<file path="src/rtl/frost32_cpu.sv">
// frost32_cpu: 32-bit multicycle RISC core with 16 registers and one shared big-endian memory port.
// Sequence per instruction: FETCH -> FETCH_WAIT -> EXEC (-> MEM_WAIT for loads); HALT is absorbing.
module frost32_cpu #(
    parameter logic [31:0] RESET_PC = 32'h0000_0000
) (
    input  logic        clk,
    input  logic        rst_n,
    input  logic [31:0] in_data,
    output logic [31:0] out_data,
    output logic [31:0] out_addr,
    output logic        out_req_mem_access,
    output logic        out_data_inout_access_type,
    output logic [1:0]  out_data_inout_access_size,
    output logic        out_halted
);

    localparam logic [2:0] ST_FETCH      = 3'd0;
    localparam logic [2:0] ST_FETCH_WAIT = 3'd1;
    localparam logic [2:0] ST_EXEC       = 3'd2;
    localparam logic [2:0] ST_MEM_WAIT   = 3'd3;
    localparam logic [2:0] ST_HALT       = 3'd4;

    localparam logic       DIAT_READ  = 1'b0;
    localparam logic       DIAT_WRITE = 1'b1;
    localparam logic [1:0] DIAS_8     = 2'd0;
    localparam logic [1:0] DIAS_16    = 2'd1;
    localparam logic [1:0] DIAS_32    = 2'd2;

    logic [2:0]  state;
    logic [31:0] pc;
    logic [31:0] ir;
    logic [31:0] regs [16];

    logic [3:0]  grp, op, ra_idx, rb_idx, rc_idx;
    logic [15:0] imm;
    logic [31:0] ra_val, rb_val, rc_val;
    logic [31:0] pc_plus4, imm_sext, imm_zext, ea;

    assign grp      = ir[31:28];
    assign op       = ir[27:24];
    assign ra_idx   = ir[23:20];
    assign rb_idx   = ir[19:16];
    assign rc_idx   = ir[15:12];
    assign imm      = ir[15:0];
    // r0 is never written, so its reset value of zero is what every read sees.
    assign ra_val   = regs[ra_idx];
    assign rb_val   = regs[rb_idx];
    assign rc_val   = regs[rc_idx];
    assign pc_plus4 = pc + 32'd4;
    assign imm_sext = {{16{imm[15]}}, imm};
    assign imm_zext = {16'h0000, imm};
    assign ea       = rb_val + imm_sext;

    logic        wr_en;
    logic [31:0] wr_val;
    logic [31:0] next_pc;
    logic        do_load, do_store, do_halt;
    logic [1:0]  mem_size;
    logic [31:0] load_val;

    always_comb begin
        wr_en    = 1'b0;
        wr_val   = 32'h0;
        next_pc  = pc_plus4;
        do_load  = 1'b0;
        do_store = 1'b0;
        do_halt  = 1'b0;
        mem_size = DIAS_32;
        case (grp)
            4'h0: begin
                wr_en = 1'b1;
                case (op)
                    4'h0: wr_val = rb_val + rc_val;
                    4'h1: wr_val = rb_val - rc_val;
                    4'h2: wr_val = rb_val & rc_val;
                    4'h3: wr_val = rb_val | rc_val;
                    4'h4: wr_val = rb_val ^ rc_val;
                    4'h5: wr_val = {31'h0, ($signed(rb_val) < $signed(rc_val))};
                    4'h6: wr_val = {31'h0, (rb_val < rc_val)};
                    4'h7: wr_val = rb_val << rc_val[4:0];
                    4'h8: wr_val = rb_val >> rc_val[4:0];
                    4'h9: wr_val = 32'($signed(rb_val) >>> rc_val[4:0]);
                    default: wr_en = 1'b0;
                endcase
            end
            4'h1: begin
                wr_en = 1'b1;
                case (op)
                    4'h0: wr_val = rb_val + imm_sext;
                    4'h1: wr_val = rb_val & imm_zext;
                    4'h2: wr_val = rb_val | imm_zext;
                    4'h3: wr_val = rb_val ^ imm_zext;
                    4'h4: wr_val = {imm, 16'h0000};
                    default: wr_en = 1'b0;
                endcase
            end
            4'h2: begin
                if ((op == 4'h0 && ra_val == rb_val) || (op == 4'h1 && ra_val != rb_val))
                    next_pc = pc_plus4 + {{14{imm[15]}}, imm, 2'b00};
            end
            4'h3: begin
                // rb_val is sampled before the link write lands, so rA == rB jumps to the old value.
                if (op == 4'h0) begin
                    wr_en   = 1'b1;
                    wr_val  = pc_plus4;
                    next_pc = rb_val;
                end
            end
            4'h4: begin
                case (op)
                    4'h0: begin do_load  = 1'b1; mem_size = DIAS_32; end
                    4'h1: begin do_load  = 1'b1; mem_size = DIAS_16; end
                    4'h2: begin do_load  = 1'b1; mem_size = DIAS_8;  end
                    4'h3: begin do_store = 1'b1; mem_size = DIAS_32; end
                    4'h4: begin do_store = 1'b1; mem_size = DIAS_16; end
                    4'h5: begin do_store = 1'b1; mem_size = DIAS_8;  end
                    default: ;
                endcase
            end
            4'hF: do_halt = (op == 4'hF);
            default: ;
        endcase
    end

    // Narrow loads are masked here even though memory already returns zero upper bits.
    always_comb begin
        case (op)
            4'h1:    load_val = {16'h0000, in_data[15:0]};
            4'h2:    load_val = {24'h000000, in_data[7:0]};
            default: load_val = in_data;
        endcase
    end

    always_ff @(posedge clk or negedge rst_n) begin
        if (!rst_n) begin
            state                      <= ST_FETCH;
            pc                         <= RESET_PC;
            ir                         <= 32'h0;
            for (int i = 0; i < 16; i++) regs[i] <= 32'h0;
            out_req_mem_access         <= 1'b0;
            out_addr                   <= 32'h0;
            out_data                   <= 32'h0;
            out_data_inout_access_type <= DIAT_READ;
            out_data_inout_access_size <= DIAS_32;
            out_halted                 <= 1'b0;
        end else begin
            out_req_mem_access <= 1'b0;
            case (state)
                ST_FETCH: begin
                    out_req_mem_access         <= 1'b1;
                    out_addr                   <= pc;
                    out_data_inout_access_type <= DIAT_READ;
                    out_data_inout_access_size <= DIAS_32;
                    state                      <= ST_FETCH_WAIT;
                end
                ST_FETCH_WAIT: begin
                    ir    <= in_data;
                    state <= ST_EXEC;
                end
                ST_EXEC: begin
                    if (do_halt) begin
                        out_halted <= 1'b1;
                        state      <= ST_HALT;
                    end else begin
                        pc <= next_pc;
                        if (wr_en && ra_idx != 4'h0) regs[ra_idx] <= wr_val;
                        if (do_load || do_store) begin
                            out_req_mem_access         <= 1'b1;
                            out_addr                   <= ea;
                            out_data                   <= ra_val;
                            out_data_inout_access_type <= do_store ? DIAT_WRITE : DIAT_READ;
                            out_data_inout_access_size <= mem_size;
                        end
                        state <= do_load ? ST_MEM_WAIT : ST_FETCH;
                    end
                end
                ST_MEM_WAIT: begin
                    if (ra_idx != 4'h0) regs[ra_idx] <= load_val;
                    state <= ST_FETCH;
                end
                ST_HALT: state <= ST_HALT;
                default: state <= ST_FETCH;
            endcase
        end
    end

endmodule

</file>
<file path="config.mk">
export PLATFORM = sky130hd
export DESIGN_NAME = frost32_cpu
export DESIGN_NICKNAME = d
export VERILOG_FILES = /design/src/rtl/frost32_cpu.sv
export SDC_FILE = /design/constraint.sdc
export NUM_CORES = 2
export LEC_CHECK = 0
export ABC_AREA = 1
export BUFFER_PORTS_ARGS = -buffer_cell sky130_fd_sc_hd__clkbuf_2
export CAP_MARGIN = 20
export CELL_PAD_IN_SITES_DETAIL_PLACEMENT = 0
export CELL_PAD_IN_SITES_GLOBAL_PLACEMENT = 1
export CORE_UTILIZATION = 30
export CTS_CLUSTER_SIZE = 20
export DETAILED_ROUTE_END_ITERATION = 12
export PLACE_DENSITY_LB_ADDON = 0.1
export REMOVE_ABC_BUFFERS = 1
export SYNTH_ARGS = -nofsm -noshare
export SYNTH_HDL_FRONTEND = slang
export SYNTH_SLANG_ARGS = --single-unit
</file>
<file path="constraint.sdc">
create_clock -name clk -period 6.35 [get_ports clk]
set_input_delay 0.635 -clock clk [delete_from_list [all_inputs] [get_ports clk]]
set_output_delay 0.635 -clock clk [all_outputs]
set_load 0.01 [all_outputs]
</file>
==> impl_results.md <==
* Status: finished clean
* Final non-filler cell area at 62,100 sq um
* Number of enable flip-flop cells after synthesis at 0
* Worst-Skew Late Latency at 0.78 ns
* DRC at 0
* Top FF cell, synth: dfrtp_1
* Top-count cell post-synth: nand2_1
* Final-report setup violation count at 0
* FF-to-FF setup slack at 0.16 ns
* Synth unique cells at 61
* Total grt overflow at 0
* Arr. time, crit path at 6.80 ns
* First-pass GRT wire length at 464,000 microns
* Number of synthesized register bits at 648
* Drt pass-1 iters at 6
* Post-Syn Instances at 8,990
* Slew Viols, Final at 0
* Clock-pin slew on the worst setup and hold paths at 0.06 ns
* Seq/Total Area, Yosys at 29.2%
* Clock Sinks at 648
* Critical Path Sink Type: flop
* DIE HEIGHT at 432 microns
* RSZ-0062 raised after global routing: no
* Synth Cell Area at 55,600 sq um
* Cell accounting for the most synthesized area: dfrtp_1
* Routed WL per cell at 29.0 microns
* Drt initial violations at 7,375
* Vias per std cell at 5.62
* Ys async rst share at 100%
* Synth Warn # at 0
* Post-Layout Cell Count at 11,400
* Fmax at 162 MHz
* Max-Cap Viols at 0
* CTS tree: built
* Layout area overhead at 11.7%
* Setup_tns at 0 ns
* Yosys top cell area share at 29.1%
* Core Box Area at 184,000 sq um
* CP Class: flop to flop
* Post-CTS setup buffer count at 0
* GRT Resource Usage Total at 34.6%
* IO Pins at 103
* IO buf count at 102
* RePlAce Congestion at 1.04
* Skew final at 0.0611 ns
* Crit share post-route at 97.4%
* Cell count after placement at 11,200
* Post-route ant nets at 0
* Inserted Clock Buffers at 88
* Largest net degree at the start of global routing at 134
* Slew @ Worst Pin at 1.17 ns
* H-tree levels at 3
* Routed WL at 331,000 microns
* Instance area at placement at 59,100 sq um
* Root Buffer Master: clkbuf_16
* Die area at 187,000 sq um
* Initial Util at 30.3%
* DP HPWL at 233,000 microns
* Worst Path Max Fanout at 23
* Slew margin rel. at 21.7%
* Period minus WS final at 6.19 ns
* HP Class: input pin to flop
* Row cnt at 157
* Pre-CTS setup slack at 0.338 ns
* Total number of vias at 63,900
* Synth top cells by count: nand2_1 (2,738), nor2_1 (979), o21ai_0 (869)
* Fillers at 20,300
* Required time of the critical path at 6.97 ns
* Fin worst setup slack at 0.162 ns
* Nets at 9,059
* Share of layout cells above drive strength 1 at 7.42%
* Top post-synthesis cells by area: dfrtp_1 (29%), nand2_1 (18%), o21ai_0 (7.8%), nand3_1 (7.2%), nor2_1 (6.6%)
* Chip width at 432 microns
* Initial antenna violation count at 17
* Mean Syn Cell Area at 6.18 sq um
* Clk buf depth at 3
* Worst setup SP type: flop
* Number of global-route vias before repair at 59,600
* Final Hold Viols at 0
[worst paths after layout]
check / start / to / cells past startpoint
worst max-delay path: ir[13] / regs[462] / 27
worst min-delay path: in_data[13] / ir[13] / 3
worst max register to register: ir[13] / regs[462] / 27
worst min register to register: regs[509] / regs[509] / 0
max in group asynchronous: rst_n / regs[263] / 3
min in group asynchronous: rst_n / regs[44] / 2
[layout by cell type, fill, tap and decap left out, types with 176 or more instances in the layout]
cell / instances
a21oi_1: 536
buf_4: 249
dfrtp_1: 639
ha_1: 176
inv_1: 638
nand2_1: 2730
nand3_1: 799
nor2_1: 971
o211ai_1: 205
o21ai_0: 869
o21ai_1: 203
[registers in the layout, summed over array words and instances, names as in the netlist]
register                    count
out_data_inout_access_size      2
out_addr                       32
regs                          512
ir                             32
state                           3
pc                             32
out_halted                      1
out_data                       32
out_data_inout_access_type      1
out_req_mem_access              1
[final cells by class]
type / instances / area, sq um / share of cell area, %
diodes: 9 / 22.5 / 0.0363
repair buffers: 392 / 3200 / 5.15
flip-flops and latches: 648 / 16200 / 26.1
inverters: 673 / 2550 / 4.11
clock buffers: 123 / 2540 / 4.09
well taps: 2464 / 3080 / 4.96
multi-input cells: 7042 / 34000 / 54.8
clock inverters: 36 / 448 / 0.721
[worst max-delay path: stages, from the launching register on]
cell	delay [ns]
dfrtp_4	0.67
inv_4	0.37
buf_4	0.43
o21ai_0	0.15
o21ai_0	0.17
o221ai_1	0.14
nand2_1	0.25
inv_1	0.10
ha_1	0.41
nor2_1	0.38
nand2_1	0.18
nor4_1	0.22
nand2_1	0.14
nand3_1	0.27
nand2_1	0.10
nand2_1	0.09
inv_1	0.10
o21ai_0	0.17
a21oi_1	0.06
nor2_1	0.13
buf_4	0.16
nand3_1	0.13
o21ai_1	0.33
buf_4	0.21
nand3_1	0.17
buf_4	0.29
nand2_1	0.07
nand2_1	0.05
[through the flow]
stage	util, %	hold slack [ns]
2_1_floorplan	-	0.339
3_3_place_gp	32.1	0.403
3_5_place_dp	32.2	0.407
4_1_cts	33.8	0.125
5_1_grt	33.8	0.152
6_report	33.8	0.182
[metal layers]
layer  vias to the layer above  wire length, microns  global-route usage (%)
met3                       577                 23500                    5.57
met2                      2782                143000                    52.8
met4                        18                 17800                    16.4
li1                      29400                     -                       -
met5                         -                   122                       0
met1                     31200                146000                    47.5
[repair_timing]
| item | CTS | global route |
|---|---|---|
| hold buffers | 1 | 0 |
| resized for setup | 0 | 1 |
| endpoints found under the setup margin | 0 | 11 |
| hold endpoints to repair | 61 | 0 |
[logic make-up (layout without fill, tap and decap cells)]
family                   count (synthesis)  count (layout)  share of synthesized area, %
other                                    0               9                             0
flip-flops                             648             648                          29.2
AND/OR/NAND/NOR                       4710            4710                          34.6
XOR/XNOR                               104             104                          1.64
multiplexers                             1               1                        0.0203
buffers and inverters                 1300            1224                          9.86
AO/OA/AOI/OAI                         2047            2047                          20.6
adder cells (fa/ha/maj)                180             180                          4.10
Power is left out: the tool's default activity adds up to more than one toggle a clock period on the data nets, which glitch-free logic cannot reach.
